## config.mk

```make
export PLATFORM = sky130hd
export DESIGN_NAME = ex_mem_stage
export DESIGN_NICKNAME = d
export VERILOG_FILES = /design/src/rtl/ex_mem_pkg.sv /design/src/rtl/pipe_skid_buf.sv /design/src/rtl/ex_mem_stage.sv
export SDC_FILE = /design/constraint.sdc
export NUM_CORES = 1
export LEC_CHECK = 0
export BUFFER_PORTS_ARGS = -buffer_cell sky130_fd_sc_hd__clkbuf_2
export CAP_MARGIN = 20
export CELL_PAD_IN_SITES_DETAIL_PLACEMENT = 0
export CELL_PAD_IN_SITES_GLOBAL_PLACEMENT = 2
export CORE_UTILIZATION = 30
export DETAILED_ROUTE_END_ITERATION = 7
export PLACE_DENSITY_LB_ADDON = 0.1
export SLEW_MARGIN = 20
export SYNTH_ARGS = -nofsm -noshare
export SYNTH_HDL_FRONTEND = slang
export SYNTH_SLANG_ARGS = --single-unit
```

## constraint.sdc

```tcl
create_clock -name CLK -period 2.7 [get_ports CLK]
set_clock_uncertainty 0.05 [all_clocks]
set_input_delay 0.135 -clock CLK [delete_from_list [all_inputs] [get_ports CLK]]
set_output_delay 0.135 -clock CLK [all_outputs]
set_load 0.1 [all_outputs]
```

## src/rtl/ex_mem_pkg.sv

```systemverilog
// ex_mem_pkg: shared types and constants for the EX/MEM pipeline stage.
//   ctrl_t        - packed control bundle, same bit order as in_ctrl
//   CTRL_*        - bit positions of each control bit inside in_ctrl/out_ctrl
//   *_DEF         - default parameter values for ex_mem_stage
package ex_mem_pkg;

  localparam int PC_W_DEF   = 64;
  localparam int DATA_W_DEF = 64;
  localparam int RD_W_DEF   = 5;
  localparam int F3_W_DEF   = 3;
  localparam int CNT_W_DEF  = 16;
  localparam int CTRL_W     = 5;

  localparam int CTRL_MEM_TO_REG = 4;
  localparam int CTRL_REG_WRITE  = 3;
  localparam int CTRL_BRANCH     = 2;
  localparam int CTRL_MEM_WRITE  = 1;
  localparam int CTRL_MEM_READ   = 0;

  typedef struct packed {
    logic mem_to_reg;
    logic reg_write;
    logic branch;
    logic mem_write;
    logic mem_read;
  } ctrl_t;

endpackage

```

## src/rtl/pipe_skid_buf.sv

```systemverilog
// pipe_skid_buf: generic 2-entry (head + skid) valid/ready buffer.
//   CLK, RST (async, active low), flush
//   in_valid/in_ready/in_data   - upstream side; in_ready is a flop output
//   out_valid/out_ready/out_data - downstream side, straight from head regs
//   occupancy                    - held entries, 0..2
module pipe_skid_buf #(
  parameter int W = 8
) (
  input  logic         CLK,
  input  logic         RST,
  input  logic         flush,
  input  logic         in_valid,
  output logic         in_ready,
  input  logic [W-1:0] in_data,
  output logic         out_valid,
  input  logic         out_ready,
  output logic [W-1:0] out_data,
  output logic [1:0]   occupancy
);

  logic         head_vld, skid_vld, rdy_q;
  logic         head_vld_nx, skid_vld_nx;
  logic [W-1:0] head_q, skid_q, head_nx, skid_nx;
  logic         acc, cons;

  assign acc  = in_valid & rdy_q;
  assign cons = head_vld & out_ready;

  always_comb begin
    head_vld_nx = head_vld;
    skid_vld_nx = skid_vld;
    head_nx     = head_q;
    skid_nx     = skid_q;
    if (flush) begin
      head_vld_nx = 1'b0;
      skid_vld_nx = 1'b0;
    end else if (!head_vld) begin
      if (acc) begin
        head_nx     = in_data;
        head_vld_nx = 1'b1;
      end
    end else if (!skid_vld) begin
      if (acc && cons) begin
        head_nx = in_data;
      end else if (acc) begin
        skid_nx     = in_data;
        skid_vld_nx = 1'b1;
      end else if (cons) begin
        head_vld_nx = 1'b0;
      end
    end else if (cons) begin
      // rdy_q is low here, so no new entry can arrive in the same cycle
      head_nx     = skid_q;
      skid_vld_nx = 1'b0;
    end
  end

  always_ff @(posedge CLK or negedge RST) begin
    if (!RST) begin
      head_vld <= 1'b0;
      skid_vld <= 1'b0;
      rdy_q    <= 1'b1;
      head_q   <= '0;
      skid_q   <= '0;
    end else begin
      head_vld <= head_vld_nx;
      skid_vld <= skid_vld_nx;
      // registered ready: next-state skid empty, no path from out_ready/flush
      rdy_q    <= ~skid_vld_nx;
      head_q   <= head_nx;
      skid_q   <= skid_nx;
    end
  end

  assign in_ready  = rdy_q;
  assign out_valid = head_vld;
  assign out_data  = head_q;
  assign occupancy = {head_vld & skid_vld, head_vld ^ skid_vld};

endmodule

```

## src/rtl/ex_mem_stage.sv

```systemverilog
// ex_mem_stage: EX/MEM pipeline register with valid/ready on both sides.
//   CLK, RST (async, active low), flush, clr_cnt
//   in_*  - EX-side entry (pc, alu_result, rd, ctrl, funct3, zero, less)
//   out_* - MEM-side head entry; out_ctrl forced to 0 while out_valid=0
//   occupancy - held entries; stall_cnt - saturating out_valid&!out_ready cycles
module ex_mem_stage
  import ex_mem_pkg::*;
#(
  parameter int PC_W   = PC_W_DEF,
  parameter int DATA_W = DATA_W_DEF,
  parameter int RD_W   = RD_W_DEF,
  parameter int F3_W   = F3_W_DEF,
  parameter int CNT_W  = CNT_W_DEF
) (
  input  logic              CLK,
  input  logic              RST,
  input  logic              flush,
  input  logic              clr_cnt,
  input  logic              in_valid,
  output logic              in_ready,
  input  logic [PC_W-1:0]   in_pc,
  input  logic [DATA_W-1:0] in_alu_result,
  input  logic [RD_W-1:0]   in_rd,
  input  logic [4:0]        in_ctrl,
  input  logic [F3_W-1:0]   in_funct3,
  input  logic              in_zero,
  input  logic              in_less,
  output logic              out_valid,
  input  logic              out_ready,
  output logic [PC_W-1:0]   out_pc,
  output logic [DATA_W-1:0] out_alu_result,
  output logic [RD_W-1:0]   out_rd,
  output logic [4:0]        out_ctrl,
  output logic [F3_W-1:0]   out_funct3,
  output logic              out_zero,
  output logic              out_less,
  output logic [1:0]        occupancy,
  output logic [CNT_W-1:0]  stall_cnt
);

  localparam int W = PC_W + DATA_W + RD_W + CTRL_W + F3_W + 2;
  localparam logic [CNT_W-1:0] CNT_MAX = '1;

  logic [W-1:0] in_pl, out_pl;
  ctrl_t        in_c, head_c;

  assign in_c  = ctrl_t'(in_ctrl);
  assign in_pl = {in_pc, in_alu_result, in_rd, in_c, in_funct3, in_zero, in_less};

  pipe_skid_buf #(.W(W)) u_buf (
    .CLK       (CLK),
    .RST       (RST),
    .flush     (flush),
    .in_valid  (in_valid),
    .in_ready  (in_ready),
    .in_data   (in_pl),
    .out_valid (out_valid),
    .out_ready (out_ready),
    .out_data  (out_pl),
    .occupancy (occupancy)
  );

  assign {out_pc, out_alu_result, out_rd, head_c, out_funct3, out_zero, out_less} = out_pl;
  assign out_ctrl = out_valid ? head_c : '0;

  always_ff @(posedge CLK or negedge RST) begin
    if (!RST)                                          stall_cnt <= '0;
    else if (clr_cnt)                                  stall_cnt <= '0;
    else if (out_valid && !out_ready && stall_cnt != CNT_MAX) stall_cnt <= stall_cnt + 1'b1;
  end

endmodule

```

==> results of run 1 <==
-- synth_stat cells, types with 2 or more instances --
master and count:
nand4_2 2, mux2_2 73, buf_6 8, nand2_1 8, ha_1 2, nor2_1 145
a21oi_1 158, nand2b_1 2, clkbuf_1 10, dfrtp_1 304, inv_1 6, nand4_1 4
and3_1 2, mux2i_1 144, or4_1 6, nor3_1 5, nor2b_1 2, nand3_1 5
mux2_4 70, buf_1 6, and2_1 5, o31ai_1 7, o21ai_0 7, buf_4 136
or3_1 7, nor4_1 3, buf_2 43
-- metal layers --
metal  wire length (um)  part of all wire, %  track usage, %  vias to the layer above
li1                   -                    -               -                     4617
met1              16900                   47            20.7                     4623
met2              16000                   45            23.0                      207
met3               2330                  6.5            4.20                       47
met4                668                  1.9            4.56                        2
met5                 13                0.036               0                        -
-- worst max-delay path: stages, from the launching register on --
cell,delay (ns)
dfstp_2,0.54
nand2_1,0.11
or4_4,0.79
buf_12,0.29
mux2_4,0.31
-- per-stage QoR --
stage / total power (W) / instance area, um^2 / setup WS (ns)
2_1_floorplan: 0.0111 / 14200 / 0.160
3_3_place_gp: 0.0116 / 15600 / 0.472
3_5_place_dp: 0.0117 / 15600 / 0.433
4_1_cts: 0.0170 / 18300 / 0.428
5_1_grt: 0.0175 / 18300 / 0.376
6_report: 0.0167 / 18300 / 0.465
-- area by class of cell --
class	instances	share of cell area [%]
clock buffers	57	6.19
well taps	607	4.15
clock inverters	8	0.389
repair buffers	495	19.3
multi-input cells	665	28.2
inverters	6	0.123
flip-flops and latches	305	41.7
diodes	1	0.0137
-- final timing paths --
| check | from | endpoint | slack, ns | cells after the start |
|---|---|---|---|---|
| setup / recovery | u_buf.in_ready | u_buf.skid_q[73] | 0.46 | 4 |
| hold / removal | RST | u_buf.out_data[100] | 0.06 | 2 |
| setup reg to reg | u_buf.in_ready | u_buf.skid_q[73] | 0.46 | 4 |
| hold reg to reg | u_buf.skid_q[141] | u_buf.skid_q[141] | 0.45 | 1 |
| max in group asynchronous | RST | u_buf.skid_q[126] | 1.56 | 4 |
| min in group CLK | in_pc[46] | u_buf.skid_q[125] | 0.33 | 3 |
-- sequential cells by signal, indices dropped and copies added (netlist names) --
name / cells
stall_cnt: 16
u_buf.in_ready: 1
u_buf.out_data: 143
u_buf.out_valid: 1
u_buf.skid_q: 143
u_buf.skid_vld: 1
-- cell families after synthesis --
| kind of cell | after synthesis | share of synthesized area [%] |
|---|---|---|
| AO/OA/AOI/OAI | 177 | 6.51 |
| adder cells (fa/ha/maj) | 2 | 0.176 |
| buffers and inverters | 209 | 9.94 |
| flip-flops | 305 | 53.8 |
| multiplexers | 287 | 23.4 |
| AND/OR/NAND/NOR | 199 | 6.16 |
-- power groups by stage --
stage                     registers [W]  logic (W)  clock network (W)
after CTS                       0.00619    0.00562            0.00517
after floorplan                 0.00616    0.00499                  0
after global placement          0.00625    0.00539                  0
after global routing            0.00633    0.00585            0.00536
final                           0.00619    0.00556            0.00494
after detailed placement        0.00625    0.00543                  0
-- what timing repair did --
item | in CTS | in global routing
hold buffers | 149 | 0
endpoints found under the hold margin | 557 | 0
resized for setup | 0 | 0
==> results.md, run 1 <==
* Status: completed
* 1st-iter DRT viols at 471
* Kind of end point of the critical path: flop
* Post-synth EDFFs at 0
* Combinational power share at 33.3%
* Fin crit share at 82.8%
* Internal power at 0.0101 W
* Slew margin rel. at 51.4%
* Root buffer cell: clkbuf_16
* RD Place Congestion at 0.704
* TritonCTS clock tree: built
* Top post-synthesis cells by area: dfrtp_1 54%, mux2i_1 10%, mux2_4 7.4%
* Peak Freq at 0.447 GHz
* ANT nets after route at 0
* Startpoint types: flop
* Register area share after synthesis at 53.8%
* Unrepaired setup endpoints after global routing: no
* Synth area leader: dfrtp_1
* Site Rows at 79
* Remaining Overflow, GRT at 0
* WHS at 0.0640 ns
* Initial Util at 30.5%
* Cell Area, Synth at 14200 um^2
* Synth top area share at 53.7%
* Endpoints failing setup at 0
* Critical setup path kind: reg2reg
* Skew-Pair Late Insertion Delay at 0.53 ns
* CTS Buffer Depth at 3
* Syn Inst Count at 1179
* H-tree levels at 2
* CTS sink count at 305
* Sw Share at 39.5%
* Clock slew at reported path FFs at 0.05 ns
* Worst vdd rail ir drop at 480 uV
* Synth cell types at 36
* DRT Wirelength at 35.9 mm
* Yosys warnings at 0
* Vias/cell at 4.43
* Syn nets at 1330
* FF+latch count, synth at 305
* Worst EP arrival at 2.59 ns
* Share of layout cells above drive strength 1 at 35.9%
* Worst Path Max Fanout at 24
* First-pass GRT wire length at 56.9 mm
* Most common cell after layout, fill and taps aside: clkbuf_2
* Dominant synthesized flop cell: dfrtp_1
* Cells after DPL at 1929
* Initial antenna violation count at 2
* Final Core Density at 39.3%
* Commonest non-fill, non-tap cells in the layout: 310 x clkbuf_2, 304 x dfrtp_1, 158 x a21oi_1, 149 x dlygate4sd3_1, 145 x nor2_1
* Asr flop ratio synth at 100%
* Vias at 9496
* Core area at 46600 um^2
* Nets@finish at 1662
* Vias in the first global route at 9836
* Slew Limit Fails at 0
* # Post-CTS Setup Buffers at 0
* Fillers at 4666
* DIE AREA at 48100 um^2
* Sequential power share at 37.1%
* Final hold vios at 0
* Worst path required time at 3.06 ns
* Pin slew with the least headroom to its limit at 0.722 ns
* HP Class: in2async
* Hpwl dp at 23.9 mm
* Power Density at 911 nW/um^2
* Switching power at 0.00659 W
* Total GRT Usage at 15.1%
* Clock power share at 29.6%
* Register area at 7630 um^2
* Port bufs at 311
* Max Cap Viol at 0
* Cts bufs inserted at 38
* Area of the multi-input gates at 5160 um^2
* IO Pins at 312
* Final std cells w/o fill at 2144
* Synth-to-layout area growth at 29.2%
* Chip Width at 219 um
* Routed WL per cell at 16.8 um
* Die H at 219 um
* Initial DRT Pass Iterations at 7
* Setup TNS at 0 ns
* DRC at 0
* Largest net degree at the start of global routing at 73
* Static Leak at 9.41 nW
* Mean Syn Cell Area at 12.0 um^2
* Fin crit period at 2.24 ns
Power figures use the tool's default switching activity.
==> run 2: changes to the inputs <==
- clock period: 2.7 -> 2.2 ns (I/O delays scaled with it)
==> run 2 against run 1 <==
Effect of this change:
- power up 24%
- sequential share of layout area up 0.051 points
- sequential power up 23%
- critical path depth unchanged
- combinational power up 22%
- first-iteration DRC count down 20%
- hold slack better by 0.0037 ns
- worst setup slack worse by 0.39 ns
- clock power up 27%
- die area unchanged
- fmax up 5.3%
- largest power group unchanged
- design area up 0.20%
==> results.md, run 2 (same netlist as run 1, synthesis figures left out) <==
* Skew-Pair Late Insertion Delay at 0.54 ns
* Peak Freq at 0.471 GHz
* Slew margin rel. at 59.2%
* Clock power share at 30.3%
* Status: completed
* Routed WL per cell at 16.9 um
* Initial antenna violation count at 4
* Combinational power share at 32.9%
* Final instance area at 18400 um^2
* Remaining Overflow, GRT at 0
* Fin crit share at 96.5%
* Startpoint types: flop
* Synth-to-layout area growth at 29.5%
* Port bufs at 311
* 1st-iter DRT viols at 375
* Root buffer cell: clkbuf_16
* Vias at 9530
* First-pass GRT wire length at 56.7 mm
* Final std cells w/o fill at 2147
* RD Place Congestion at 0.709
* Setup ws final at 0.0779 ns
* Worst Path Max Fanout at 75
* Most common cell after layout, fill and taps aside: clkbuf_2
* FF-to-FF path depth at 4
* WHS at 0.0677 ns
* Final hold vios at 0
* DRT Wirelength at 36.2 mm
* Slew Limit Fails at 0
* Chip Width at 219 um
* Placement Cell Area at 15600 um^2
* Worst vdd rail ir drop at 750 uV
* ANT nets after route at 0
* Worst EP arrival at 2.50 ns
* CTS Buffer Depth at 3
* Unrepaired setup endpoints after global routing: no
* Vias/cell at 4.44
* FF-to-FF End: u_buf.skid_q[74]
* HP Class: in2async
* Clock slew at reported path FFs at 0.06 ns
* Hpwl dp at 23.4 mm
* Pre-CTS worst setup slack at 0.106 ns
* Internal power at 0.0125 W
* Final Core Density at 39.4%
* Static Leak at 9.38 nW
* Kind of end point of the critical path: flop
* H-tree levels at 2
* R2R Setup Slk at 0.08 ns
* Critical setup path kind: reg2reg
* Switching power at 0.00813 W
* Die H at 219 um
* DIE AREA at 48100 um^2
* Fin crit period at 2.12 ns
* Worst path required time at 2.58 ns
* IO Pins at 312
* Share of layout cells above drive strength 1 at 37.0%
* TritonCTS clock tree: built
* CTS sink count at 305
* Nets@finish at 1659
* Sw Share at 39.4%
* Site Rows at 79
* DRC at 0
* Vias in the first global route at 9748
* Initial DRT Pass Iterations at 4
* Cts bufs inserted at 39
* Sequential power share at 36.8%
* Power Density at 1120 nW/um^2
* Total GRT Usage at 15.2%
* Commonest non-fill, non-tap cells in the layout: 310 x clkbuf_2, 287 x dfrtp_1, 158 x a21oi_1, 149 x dlygate4sd3_1, 145 x nor2_1
* Initial Util at 30.5%
* Core area at 46600 um^2
* Largest net degree at the start of global routing at 103
* Pin slew with the least headroom to its limit at 0.612 ns
* Reg-to-Reg Start: u_buf.in_ready
* Cells after DPL at 1925
* Max Cap Viol at 0
* Endpoints failing setup at 0
==> run 2: changes by cell type in the layout (fill, tap and decap cells not counted), sizes merged <==
cell    previous run  this run
buf               36        32
clkbuf           367       371
diode              1         4
clkinv             5         3
inv                7         9
==> run 2: worst max-delay path by stage <==
stage	from	to	slack [ns]
2_1_floorplan	u_buf.in_ready	u_buf.skid_q[34]	-0.03
3_3_place_gp	u_buf.in_ready	u_buf.skid_q[70]	0.13
3_5_place_dp	u_buf.in_ready	u_buf.skid_q[75]	0.11
4_1_cts	u_buf.out_valid	occupancy[0]	0.03
5_1_grt	u_buf.out_valid	occupancy[0]	0.02
6_report	u_buf.in_ready	u_buf.skid_q[74]	0.08
==> run 2: repair_timing <==
item                                   4_1_cts  5_1_grt
resized for setup                            0        0
hold buffers                               149        0
endpoints found under the hold margin      575        0
setup buffers                                0        0
==> run 2: metal layers <==
| metal | vias up | GRT usage (%) | routed length [um] |
|---|---|---|---|
| li1 | 4619 | - | - |
| met1 | 4676 | 20.6 | 16900 |
| met2 | 202 | 23.6 | 16700 |
| met3 | 33 | 4.03 | 2090 |
| met4 | 0 | 4.44 | 565 |
| met5 | - | 0 | 0 |
==> run 2: through the flow <==
step / power (W) / TNS, ns
after floorplan: 0.0137 / -2.00
after global placement: 0.0142 / 0
after detailed placement: 0.0143 / 0
after CTS: 0.0210 / 0
after global routing: 0.0216 / 0
final: 0.0206 / 0
==> run 2: power groups by stage <==
stage / combinational (W) / clock [W] / sequential [W]
floorplan: 0.00612 / 0 / 0.00756
global placement: 0.00658 / 0 / 0.00767
detailed placement: 0.00664 / 0 / 0.00768
CTS: 0.00687 / 0.00654 / 0.00760
global route: 0.00715 / 0.00674 / 0.00775
finish: 0.00680 / 0.00625 / 0.00759
==> run 2: critical path, stage by stage (launching register included) <==
cell and delay [ns]:
dfstp_4 0.63, nand2_4 0.06, or4_4 0.52, buf_12 0.27
mux2_4 0.38
==> run 2: layout make-up <==
type	count	area [um^2]
repair buffers	491	3480
diodes	4	10.0
fillers	4624	28200
inverters	6	22.5
multi-input cells	665	5170
flip-flops and latches	305	7660
well taps	607	759
clock buffers	61	1180
clock inverters	8	78.8
